## config.mk

```make
export PLATFORM = sky130hd
export DESIGN_NAME = tick_generator
export DESIGN_NICKNAME = d
export VERILOG_FILES = /design/src/rtl/clock_pkg.sv /design/src/rtl/period_counter.sv /design/src/rtl/tick_generator.sv
export SDC_FILE = /design/constraint.sdc
export NUM_CORES = 1
export LEC_CHECK = 0
export ABC_AREA = 1
export BUFFER_PORTS_ARGS = -buffer_cell sky130_fd_sc_hd__buf_2
export CAP_MARGIN = 10
export CORE_MARGIN = 4
export CORE_UTILIZATION = 58
export CTS_CLUSTER_DIAMETER = 50
export DETAILED_ROUTE_END_ITERATION = 10
export GPL_ROUTABILITY_DRIVEN = 1
export PLACE_DENSITY = 0.79
export SYNTH_ARGS = -nofsm -noshare
export SYNTH_HDL_FRONTEND = slang
export SYNTH_SLANG_ARGS = --single-unit
```

## constraint.sdc

```tcl
create_clock -name clk -period 6.7 [get_ports clk]
set_clock_uncertainty 0.05 [all_clocks]
set_input_delay 0.335 -clock clk [delete_from_list [all_inputs] [get_ports clk]]
set_output_delay 0.335 -clock clk [all_outputs]
set_load 0.05 [all_outputs]
```

## src/rtl/clock_pkg.sv

```systemverilog
// clock_pkg: mode encodings and shared clock constants for the digital-clock timebase.
package clock_pkg;
    localparam logic [1:0] MODE_NORMAL = 2'b00;
    localparam logic [1:0] MODE_FAST   = 2'b01;
    localparam logic [1:0] MODE_STEP   = 2'b10;
    localparam logic [1:0] MODE_HOLD   = 2'b11;
    localparam int CLK_HZ_DEFAULT = 100_000_000;
endpackage

```

## src/rtl/period_counter.sv

```systemverilog
// period_counter: wrapping counter that pulses tick for one cycle when it passes its terminal value.
module period_counter #(
    parameter int W = 8
) (
    input  logic         clk,
    input  logic         rst,
    input  logic         en,
    input  logic         clr,
    input  logic [W-1:0] term,
    output logic [W-1:0] count,
    output logic         tick
);
    logic [W-1:0] count_d, count_q;
    logic         tick_d, tick_q, wrap;

    // >= rather than == so a smaller terminal chosen mid-period wraps at once
    always_comb begin
        wrap    = count_q >= term;
        count_d = clr ? '0 : !en ? count_q : wrap ? '0 : count_q + 1'b1;
        tick_d  = !clr && en && wrap;
    end

    always_ff @(posedge clk) begin
        if (rst) begin
            count_q <= '0;
            tick_q  <= 1'b0;
        end else begin
            count_q <= count_d;
            tick_q  <= tick_d;
        end
    end

    assign count = count_q;
    assign tick  = tick_q;
endmodule

```

## src/rtl/tick_generator.sv

```systemverilog
// tick_generator: seconds tick with normal/fast/step/hold modes, display-scan tick and set-mode blink level.
module tick_generator import clock_pkg::*; #(
    parameter int CLK_HZ   = CLK_HZ_DEFAULT,
    parameter int SCAN_HZ  = 1000,
    parameter int FAST_DIV = 100
) (
    input  logic       clk,
    input  logic       rst,
    input  logic       en,
    input  logic [1:0] mode,
    input  logic       step,
    input  logic       sync_clr,
    output logic       tick_1s,
    output logic       tick_scan,
    output logic       blink
);
    localparam int CNT_W  = $clog2(CLK_HZ);
    localparam int SCAN_P = CLK_HZ / SCAN_HZ;
    localparam int SCAN_W = $clog2(SCAN_P);
    localparam logic [CNT_W-1:0] LAST_N = CNT_W'(CLK_HZ - 1);
    localparam logic [CNT_W-1:0] HALF_N = CNT_W'(CLK_HZ / 2);
    localparam logic [CNT_W-1:0] LAST_F = CNT_W'(CLK_HZ / FAST_DIV - 1);
    localparam logic [CNT_W-1:0] HALF_F = CNT_W'(CLK_HZ / FAST_DIV / 2);

    logic             fast, run, sec_tick;
    logic [CNT_W-1:0] sec_last, sec_half, sec_count;
    logic [SCAN_W-1:0] scan_count_unused;
    logic             step_tick_d, step_tick_q;
    logic             blink_d, blink_q;

    // Terminal values are passed as TERM-1 so they always fit in CNT_W bits
    always_comb begin
        fast        = mode == MODE_FAST;
        run         = en && (mode == MODE_NORMAL || fast);
        sec_last    = fast ? LAST_F : LAST_N;
        sec_half    = fast ? HALF_F : HALF_N;
        step_tick_d = en && !sync_clr && mode == MODE_STEP && step;
        blink_d     = sync_clr || (run ? (sec_count >= sec_last || sec_count + 1'b1 < sec_half) : blink_q);
    end

    always_ff @(posedge clk) begin
        if (rst) begin
            step_tick_q <= 1'b0;
            blink_q     <= 1'b1;
        end else begin
            step_tick_q <= step_tick_d;
            blink_q     <= blink_d;
        end
    end

    period_counter #(.W(CNT_W)) u_sec (
        .clk   (clk),
        .rst   (rst),
        .en    (run),
        .clr   (sync_clr),
        .term  (sec_last),
        .count (sec_count),
        .tick  (sec_tick)
    );

    period_counter #(.W(SCAN_W)) u_scan (
        .clk   (clk),
        .rst   (rst),
        .en    (en),
        .clr   (1'b0),
        .term  (SCAN_W'(SCAN_P - 1)),
        .count (scan_count_unused),
        .tick  (tick_scan)
    );

    assign tick_1s = sec_tick | step_tick_q;
    assign blink   = blink_q;
endmodule

```

Word level (Yosys, flattened, before mapping)

Cells that the tools add are included.

Bits in registers: 48
Input port bits: 7
Output and inout bits: 3
Logic and storage cells: 32

$add $sub $neg: 2
Magnitude comparators: 3
Eq/ne operators: 2
Muxes and demuxes: 5
Bitwise logic cells: 1
Reduce and logical (&&, ||, !) cells: 13

Operator list:

| kind                                                                  | number |
|---|---|
| 27-bit 2-to-1 mux                                                     | 2 |
| 27-bit by 1-bit adder with 27-bit output, second input constant       | 1 |
| 27-bit greater-or-equal comparator                                    | 1 |
| 27-bit by 26-bit less-than comparator with 1-bit output               | 1 |
| 26-bit 2-to-1 mux                                                     | 1 |
| 17-bit by 1-bit adder with 17-bit output, second input constant       | 1 |
| 17-bit greater-or-equal comparator, second input constant             | 1 |
| 17-bit 2-to-1 mux                                                     | 1 |
| 1-bit logical AND                                                     | 7 |
| 1-bit logical OR                                                      | 3 |
| 2-bit by 1-bit equality test with 1-bit output, second input constant | 1 |
| 2-bit equality test, second input constant                            | 1 |
| 2-bit zero test                                                       | 1 |
| 2-bit OR reduction                                                    | 1 |
| 1-bit zero test                                                       | 1 |
| 1-bit 2-to-1 mux                                                      | 1 |
| 1-bit OR                                                              | 1 |

Depth between registers and ports, before layout

Gate-level depths: netlist of run 1.

Depth after elaboration: 6
Depth in mapped cells: 17
Depth with buffers taken out: 17

Cells and area by module

Synthesis of run 1 repeated with hierarchy kept, for this count alone.

Cells, all modules: 794
Area total of the unflattened synthesis: 5058.6 um^2

By module, submodules not included:

| module                  | instances | cells each | area each (um^2) |
|---|---|---|---|
| period_counter (u_sec)  | 1         | 328        | 2209.6 |
| tick_generator          | 1         | 263        | 1463.9 |
| period_counter (u_scan) | 1         | 203        | 1385.1 |

Worst setup path after synthesis of run 1

OpenSTA, ideal clock, no wires.

Path kind: input-to-reg
From: input port mode[1]
To: register u_sec.count_q[25], in the netlist u_sec.count[25]
Setup time: 70 ps
Arrival: 2327 ps
Required time: 6580 ps
Setup slack: 4253 ps
Stages on the path: 14
Buffers on the path: 1
Path through: inv_1 -> nand2_1 -> inv_1 -> ha_1 -> a21oi_1 -> o21ai_0 -> nand2_1 -> nand2_1 -> nor2_1 -> nand4_4 -> nor2_8 -> buf_12 -> nand2_2 -> a21oi_2

Longest elaborated chain between the ends: 4
Elaborated cells between the ends (all ways): 7
Classes of those cells: order compare: 1; eq/ne: 1; mux: 2; reduce/logical: 3

Ends and longest elaborated chain:

| item                                           | line                 | source |
|---|---|---|
| start, declared                                | tick_generator.sv:10 | `input logic [1:0] mode,` |
| 2-bit by 1-bit equality test with 1-bit output | tick_generator.sv:33 | `fast = mode == MODE_FAST;` |
| 27-bit 2-to-1 mux                              | tick_generator.sv:35 | `sec_last = fast ? LAST_F : LAST_N;` |
| 27-bit greater-or-equal comparator             | period_counter.sv:18 | `wrap = count_q >= term;` |
| 27-bit 2-to-1 mux                              | period_counter.sv:19 | `count_d = clr ? '0 : !en ? count_q : wrap ? '0 : count_q + 1'b1;` |
| end signal, assigned                           | period_counter.sv:28 | `count_q <= count_d;` |
| end, declared                                  | period_counter.sv:13 | `logic [W-1:0] count_d, count_q;` |

Several ways; a longest one is shown, not always the timed one.
A chain may end at the register's enable or synchronous reset.

Worst setup path after layout of run 1

From: register u_sec.count_q[0], in the netlist u_sec.count[0]
To: register blink_q, in the netlist blink

Longest elaborated chain between the ends: 5
Elaborated cells between the ends (all ways): 6
Classes of those cells: add/sub: 1; order compare: 2; mux: 1; reduce/logical: 2

Ends and longest elaborated chain:

| item                                                    | line                 | source |
|---|---|---|
| 27-bit by 1-bit adder with 27-bit output                | tick_generator.sv:38 | `blink_d = sync_clr \|\| (run ? (sec_count >= sec_last \|\| sec_count + 1'b1 < sec_half) : blink_q);` |
| 27-bit by 26-bit less-than comparator with 1-bit output | tick_generator.sv:38 |  |
| 1-bit logical OR (*)                                    | tick_generator.sv:38 |  |
| 1-bit 2-to-1 mux (*)                                    | tick_generator.sv:38 |  |
| 1-bit logical OR (*)                                    | tick_generator.sv:38 |  |
| end signal, assigned                                    | tick_generator.sv:47 | `blink_q <= blink_d;` |
| end, declared                                           | tick_generator.sv:29 | `logic blink_d, blink_q;` |

Mark *: on every way between the ends. The rest lies on a longest branch, timed or not.

==> run_results.csv, run 1 <==
group,metric,value,unit
outcome,status,"finished clean",
power,power_density,147,mW/mm2
route,wl_per_cell,13.3,um
synth,ys.flop_type,"dfxtp_1",
grt,grt_pass1_vias,3078,
synth,yosysWarningCount,0,
flow_run,cap_violations,0,
grt,antenna_found_initial,0,
die,coreArea,0.00589,mm2
synth,synth_area_leaders,"dfxtp_1 (27%), nand2_1 (15%), ha_1 (9.7%)",
clock_tree,cts.sinks,48,
clock_tree,postCtsSetupBuffers,0,
critical_path,rr_startpoint,"u_sec.count[0]",
synth,synth-seq-cells,48,
route,drtPass1Iterations,5,
clock_tree,cts.path.max_buffers,2,
final_layout,drive_gt1_share,15.0,%
synth,seq_area_frac_synth,27.5,%
placement,io_buffers,9,
critical_path,cp-start-kind,"flip-flop",
sta,min_period_over_period,47.0,%
power,p_leak,1.44,nW
synth,synth_cells,518,
critical_path,arrival,3.36,ns
clock_tree,path_clk_slew,0.09,ns
route,wl,8010,um
final_layout,regArea,961,um2
final_layout,utilization,62.8,%
final_layout,diodes,0,
power,switching_power,0.135,mW
sta,fmax,318,MHz
clock_tree,htree_levels,2,
critical_path,criticalPathCategory,"flip-flop to flip-flop",
min_path,worst_hold_path_type,"input port to flip-flop",
power,p_clk_share,40.5,%
sta,fin_crit,3.15,ns
die,fp-row-count,28,
power,max-vdd-ir-drop,0.120,mV
power,seq_power_share,52.9,%
final_layout,multi_input_area,0.00228,mm2
final_layout,fillers,536,
power,intPower,0.409,mW
die,die_y,85.7,um
grt,track_usage,23.6,%
critical_path,rr_endpoint,"blink",
route,vias_per_cell,5.50,
min_path,hold_path_end,"step_tick_q",
final_layout,final_nets,559,
sta,hold_viol_final,0,
min_path,hold_start,"mode[0]",
synth,synth_cell_types,40,
synth,async_flop_share,0,%
route,vias,3303,
critical_path,worst_ep_required_time,6.91,ns
sta,finalMaxSlewViolations,0,
synth,syn-num-nets,552,
sta,tns,0,ns
clock_tree,cts.hold.buffers_added,0,
sta,rsz0062_at_grt,"no",
min_path,hold_path_depth,2,
final_layout,fin_area,0.00370,mm2
clock_tree,tritoncts,"done",
route,final_antenna_net_count,0,
sta,slew_headroom,54.3,%
grt,grt_overflow,0,
die,start_util,59.4,%
placement,place.gp.congestion,0.893,
route,drt_iter0_markers,226,
route,drc,0,
grt,grt_max_degree,27,
critical_path,critPathCaptureType,"flip-flop",
synth,synth_top_area_share,27.5,%
sta,finalSetupViolations,0,
die,die_w,85.7,um
synth,synth_area_leader_cell,"dfxtp_1",
critical_path,critPathMaxFanout,8,
power,p_comb_share,6.6,%
critical_path,regToRegSetupSlack,3.55,ns
placement,place_area,0.00358,mm2
synth,avgSynthCellArea,6.75,um2
clock_tree,root_buffer,"clkbuf_8",
clock_tree,cts_resized,0,
critical_path,reg2regPathDepth,17,
die,die_area,0.00734,mm2
placement,hpwl,6140,um
sta,worst_slew_pin_slew,0.684,ns
clock_tree,insertion_delay,0.31,ns
die,io_pins,10,
grt,grt_pass1_wl,14100,um
synth,synth_edf_count,0,
power,p_sw_share,24.8,%
final_layout,area_growth,5.72,%
synth,netlist_area,0.00350,mm2
clock_tree,cts_inserted_buffers,5,
-- worst max-delay path by stage --
| stage | slack [ns] | from | to | depth (start not counted) |
|---|---|---|---|---|
| floorplan | 4.25 | mode[1] | u_sec.count[25] | 14 |
| global placement | 3.70 | mode[1] | u_sec.count[14] | 14 |
| detailed placement | 3.55 | mode[1] | u_sec.count[10] | 14 |
| CTS | 3.59 | u_sec.count[0] | blink | 17 |
| global route | 3.20 | u_sec.count[0] | blink | 17 |
| finish | 3.55 | u_sec.count[0] | blink | 17 |
-- worst max-delay path, cell delays in order, from the launching register on --
cell,delay [ns]
dfxtp_1,0.54
ha_1,0.27
nand3_1,0.14
inv_1,0.12
nand2_2,0.12
nor2_2,0.16
nand2_1,0.12
nor3_2,0.14
xnor2_1,0.15
inv_2,0.06
ha_1,0.29
a21oi_1,0.14
nor2_1,0.05
a211oi_1,0.33
nor2_1,0.10
nor2_1,0.11
nand3_1,0.13
nand2_1,0.08
-- synthesized netlist by cell type, types with 2 or more instances --
cell type / instances
inv_1: 41
nand2_2: 16
xnor2_1: 11
dfxtp_1: 48
nor2_2: 8
or2_2: 2
ha_1: 27
buf_2: 2
o21ai_0: 7
nand3_1: 27
nor3_2: 3
nand2_1: 138
nand3b_1: 2
a21oi_1: 26
nand4_1: 13
nand3_2: 2
clkbuf_1: 5
nor2_4: 4
a21oi_2: 11
inv_2: 11
nor3_1: 11
xor2_1: 13
o21bai_1: 2
nor2_1: 72
-- power groups by stage --
| stage | Clock, mW | Combinational [mW] | Sequential, mW |
|---|---|---|---|
| finish | 0.220 | 0.0360 | 0.288 |
| global route | 0.238 | 0.0413 | 0.288 |
| CTS | 0.224 | 0.0363 | 0.288 |
| detailed placement | 0 | 0.0361 | 0.295 |
| global placement | 0 | 0.0351 | 0.294 |
| floorplan | 0 | 0.0268 | 0.295 |
-- logic make-up (layout without fill, tap and decap cells) --
family,after synthesis,count (layout),synth area share [%]
buffers and inverters,63,71,7.44
xor gates and xnor gates,24,24,6.01
and+or+nand+nor,305,305,40.4
adders and majority gates,27,27,9.66
AOI/OAI and AO/OA,51,51,9.02
DFF,48,48,27.5
-- layout by cell type (no fill, tap or decap), drive strengths merged, types with 2 or more instances in the layout --
cell    Yosys  final
nand3      29     29
nor3       14     14
nand3b      2      2
buf         4     10
clkbuf      6      5
o21bai      3      3
dfxtp      48     48
o21ai       8      8
ha         27     27
inv        52     53
or2         3      3
xor2       13     13
nand4      14     14
xnor2      11     11
a21oi      37     37
nand2     155    155
nor2       85     85
-- cell type report --
| cell class | instances | area share, % |
|---|---|---|
| multi-input cells | 407 | 61.6 |
| flip-flops and latches | 48 | 26.0 |
| inverters | 53 | 5.38 |
| well taps | 75 | 2.54 |
| clock buffers | 5 | 1.86 |
| repair buffers | 10 | 1.42 |
| clock inverters | 3 | 1.25 |
-- state kept, by name, summed over array words and instances, names as in the netlist --
name / cells
u_sec.tick: 1
u_scan.count: 17
u_sec.count: 27
step_tick_q: 1
u_scan.tick: 1
blink: 1
-- per-layer routing --
metal	global-route usage, %	vias to the layer above	routed length (um)
li1	-	1683	-
met1	31.5	1526	3700
met2	39.3	80	3770
met3	3.07	14	403
met4	7.48	0	140
met5	0	-	0
-- per-stage QoR --
stage	worst slack (ns)	power [mW]	instances	hold WS, ns
2_1_floorplan	4.25	0.322	518	0.354
3_3_place_gp	3.70	0.330	593	0.416
3_5_place_dp	3.55	0.331	593	0.426
4_1_cts	3.59	0.548	601	0.146
5_1_grt	3.20	0.568	601	0.138
6_report	3.55	0.544	601	0.155
Note: power is estimated with default switching activity, not from simulation.
==> run 2: changes to the inputs <==
- ABC_AREA: 1 -> 0
- clock period: 6.7 -> 2.91 ns (I/O delays scaled with it)
==> run 2 against run 1 <==
  * Die area is 7.4% lower
  * Global-route usage increased by 3.1 points
  * Combinational power grew to 2.7 times the previous value
  * Clock-buffer cell count increased by 2
  * Critical path depth down 6
  * Final area up 1.6%
  * Register-to-register slack got worse by 3.5 ns
  * First-iteration DRC count up 66%
  * Power grew 110%
  * Non-clock buffer count grew 45
  * Largest cell class unchanged
  * Largest power group unchanged
  * Highest routed layer unchanged
==> run_results.csv, run 2 <==
group,metric,value,unit
critical_path,cp_common_cell,"buf_4",
synth,netlist_area,0.00321,mm2
final_layout,final_nets,460,
clock_tree,insertion_delay,0.30,ns
final_layout,fillers,402,
clock_tree,cts.sinks,48,
power,p_total,1.16,mW
critical_path,crit_family,"simple AND/OR/NAND/NOR gates",
clock_tree,tritoncts,"done",
grt,grt_pass1_vias,2856,
synth,synth_edf_count,0,
critical_path,crit_buf_inv,2,
synth,avgSynthCellArea,8.32,um2
sta,hold_viol_final,0,
critical_path,worstPathCellList,"nand4_4 > nor4_4 > buf_4 > nand3b_2 > buf_4 > or2_4 > xnor2_1 > ha_1 > nand4_1 > o31a_1 > a221o_1",
power,p_leak,1.54,nW
synth,async_flop_share,0,%
placement,hpwl,6190,um
final_layout,regArea,981,um2
die,start_util,61.3,%
placement,place.gp.congestion,0.964,
route,wl,8750,um
critical_path,reg2regPathDepth,11,
die,die_w,82.4,um
synth,syn-num-nets,420,
power,seq_power_share,57.2,%
min_path,worst_hold_path_type,"input port to flip-flop",
die,io_pins,10,
critical_path,regToRegSetupSlack,0.02,ns
power,intPower,0.862,mW
clock_tree,cts.path.max_buffers,2,
power,p_comb_share,8.3,%
synth,yosysWarningCount,0,
critical_path,cp_slowest_stage_delay,0.38,ns
route,vias_per_cell,6.43,
grt,antenna_found_initial,0,
critical_path,cp-endpoint,"blink",
final_layout,drive_gt1_share,22.5,%
route,drtPass1Iterations,5,
synth,synth_top_area_share,29.9,%
sta,fin_crit,2.89,ns
final_layout,layout_common_cells,"buf_4 (45), dfxtp_1 (38), nand2_1 (37), nor2_1 (37), ha_1 (26)",
route,vias,3198,
synth,ys.flop_type,"dfxtp_1",
outcome,status,"finished clean",
final_layout,multi_input_area,0.00219,mm2
route,drt_iter0_markers,376,
critical_path,rr_startpoint,"u_sec.count[7]",
final_layout,final_cells,497,
route,drc,0,
clock_tree,htree_levels,2,
synth,synth_cells,386,
placement,io_buffers,9,
grt,grt_pass1_wl,13900,um
critical_path,arrival,3.03,ns
final_layout,final_common_cell,"buf_4",
route,wl_per_cell,17.6,um
critical_path,startpoint,"u_sec.count[7]",
synth,synth_area_leaders,"dfxtp_1 (30%), ha_1 (11%), xnor2_1 (5.2%)",
sta,finalSetupViolations,0,
sta,slew_headroom,41.6,%
synth,synth_cell_types,56,
critical_path,rr_endpoint,"blink",
die,coreArea,0.00524,mm2
synth,seq_area_frac_synth,29.9,%
min_path,hold_path_depth,3,
sta,worst_slew_pin_slew,0.872,ns
die,die_area,0.00679,mm2
clock_tree,path_clk_slew,0.09,ns
grt,grt_overflow,0,
sta,min_period_over_period,99.3,%
sta,finalMaxSlewViolations,0,
synth,yosys-top-cells-count,"dfxtp_1 (48), nor2_1 (39), nand2_1 (38)",
die,fp-row-count,26,
synth,synth-seq-cells,48,
placement,dp.cells,484,
critical_path,critPathMaxFanout,5,
route,final_antenna_net_count,0,
critical_path,cp-start-kind,"flip-flop",
critical_path,cp_num_cells,11,
grt,track_usage,26.6,%
power,max-vdd-ir-drop,0.238,mV
power,switching_power,0.294,mW
critical_path,critPathCaptureType,"flip-flop",
flow_run,cap_violations,0,
clock_tree,cts_inserted_buffers,5,
final_layout,diodes,0,
die,die_y,82.4,um
sta,fmax,346,MHz
power,p_sw_share,25.4,%
final_layout,largest_reg_flops,27,
clock_tree,root_buffer,"clkbuf_8",
critical_path,cp_slowest_cell,"dfxtp_2",
final_layout,area_growth,16.9,%
power,power_density,308,mW/mm2
critical_path,criticalPathCategory,"flip-flop to flip-flop",
grt,grt_max_degree,19,
synth,synth_most_common_cell,"dfxtp_1",
synth,synth_area_leader_cell,"dfxtp_1",
power,p_clk_share,34.5,%
critical_path,worst_ep_required_time,3.06,ns
==> run 2: cell types whose count changed in the layout (fill, tap and decap cells not counted), sizes merged, moves of 20 or more <==
cell,delta
inv,-48
nand2,-117
nor2,-46
a21oi,-20
buf,+44
==> run 2: power groups by stage <==
stage | Clock (mW) | Combinational, mW | Sequential (mW)
after detailed placement | 0 | 0.0886 | 0.679
after CTS | 0.406 | 0.0906 | 0.664
final | 0.399 | 0.0962 | 0.661
after floorplan | 0 | 0.0547 | 0.680
after global routing | 0.436 | 0.107 | 0.662
after global placement | 0 | 0.0859 | 0.679
==> run 2: stage by stage <==
step | setup slack (ns) | hold WS, ns | utilization, % | setup TNS [ns] | cell area [um2]
global placement | 0.110 | 0.303 | 67.7 | 0 | 3550
finish | 0.0217 | 0.0691 | 71.7 | 0 | 3760
detailed placement | 0.0548 | 0.309 | 67.7 | 0 | 3550
floorplan | 0.00639 | 0.165 | - | 0 | 3210
global route | -0.0983 | 0.0703 | 71.7 | -0.0983 | 3760
CTS | 0.000666 | 0.0684 | 69.6 | 0 | 3640
==> run 2: timing repair <==
action | in CTS | in global routing
setup endpoints to repair | 0 | 1
buffers inserted | 0 | 4
hold buffers | 1 | 0
hold endpoints to repair | 1 | 0
gates resized for setup | 0 | 29
==> run 2: how the worst min path moves through the flow <==
| stage | to | slack (ns) | start |
|---|---|---|---|
| 3_5_place_dp | u_scan.count[1] | 0.31 | rst |
| 3_3_place_gp | u_scan.count[1] | 0.30 | rst |
| 5_1_grt | step_tick_q | 0.07 | step |
| 6_report | step_tick_q | 0.07 | step |
| 4_1_cts | step_tick_q | 0.07 | step |
| 2_1_floorplan | u_scan.count[1] | 0.16 | rst |
==> run 2: worst min-delay path, delay by kind of cell <==
family	cells	cell delay (ns)
simple gates	2	0.13
buf+inv	1	0.10
==> run 2: cells by family after synthesis <==
family	count (synthesis)	synth area share, %
xor gates and xnor gates	38	10.4
adders and majority gates	28	10.8
muxes	1	0.350
AOI/OAI and AO/OA	74	15.9
DFF	48	29.9
buffers and inverters	27	3.86
and+or+nand+nor	170	28.8
==> run 2: per-layer routing <==
| metal | wire (um) | up-vias | track usage [%] | share of wire [%] |
|---|---|---|---|---|
| li1 | - | 1493 | - | - |
| met2 | 4010 | 186 | 42.4 | 46 |
| met1 | 3660 | 1490 | 36.3 | 42 |
| met5 | 0 | - | 0 | 0 |
| met4 | 220 | 0 | 8.64 | 2.5 |
| met3 | 860 | 29 | 4.77 | 9.8 |
==> run 2: cell type report <==
class / count / share of cell area, %
multi-input cells: 311 / 58.3
flip-flops and latches: 48 / 26.1
repair buffers: 55 / 10.5
well taps: 70 / 2.33
clock buffers: 7 / 2.03
inverters: 5 / 0.500
clock inverters: 1 / 0.233
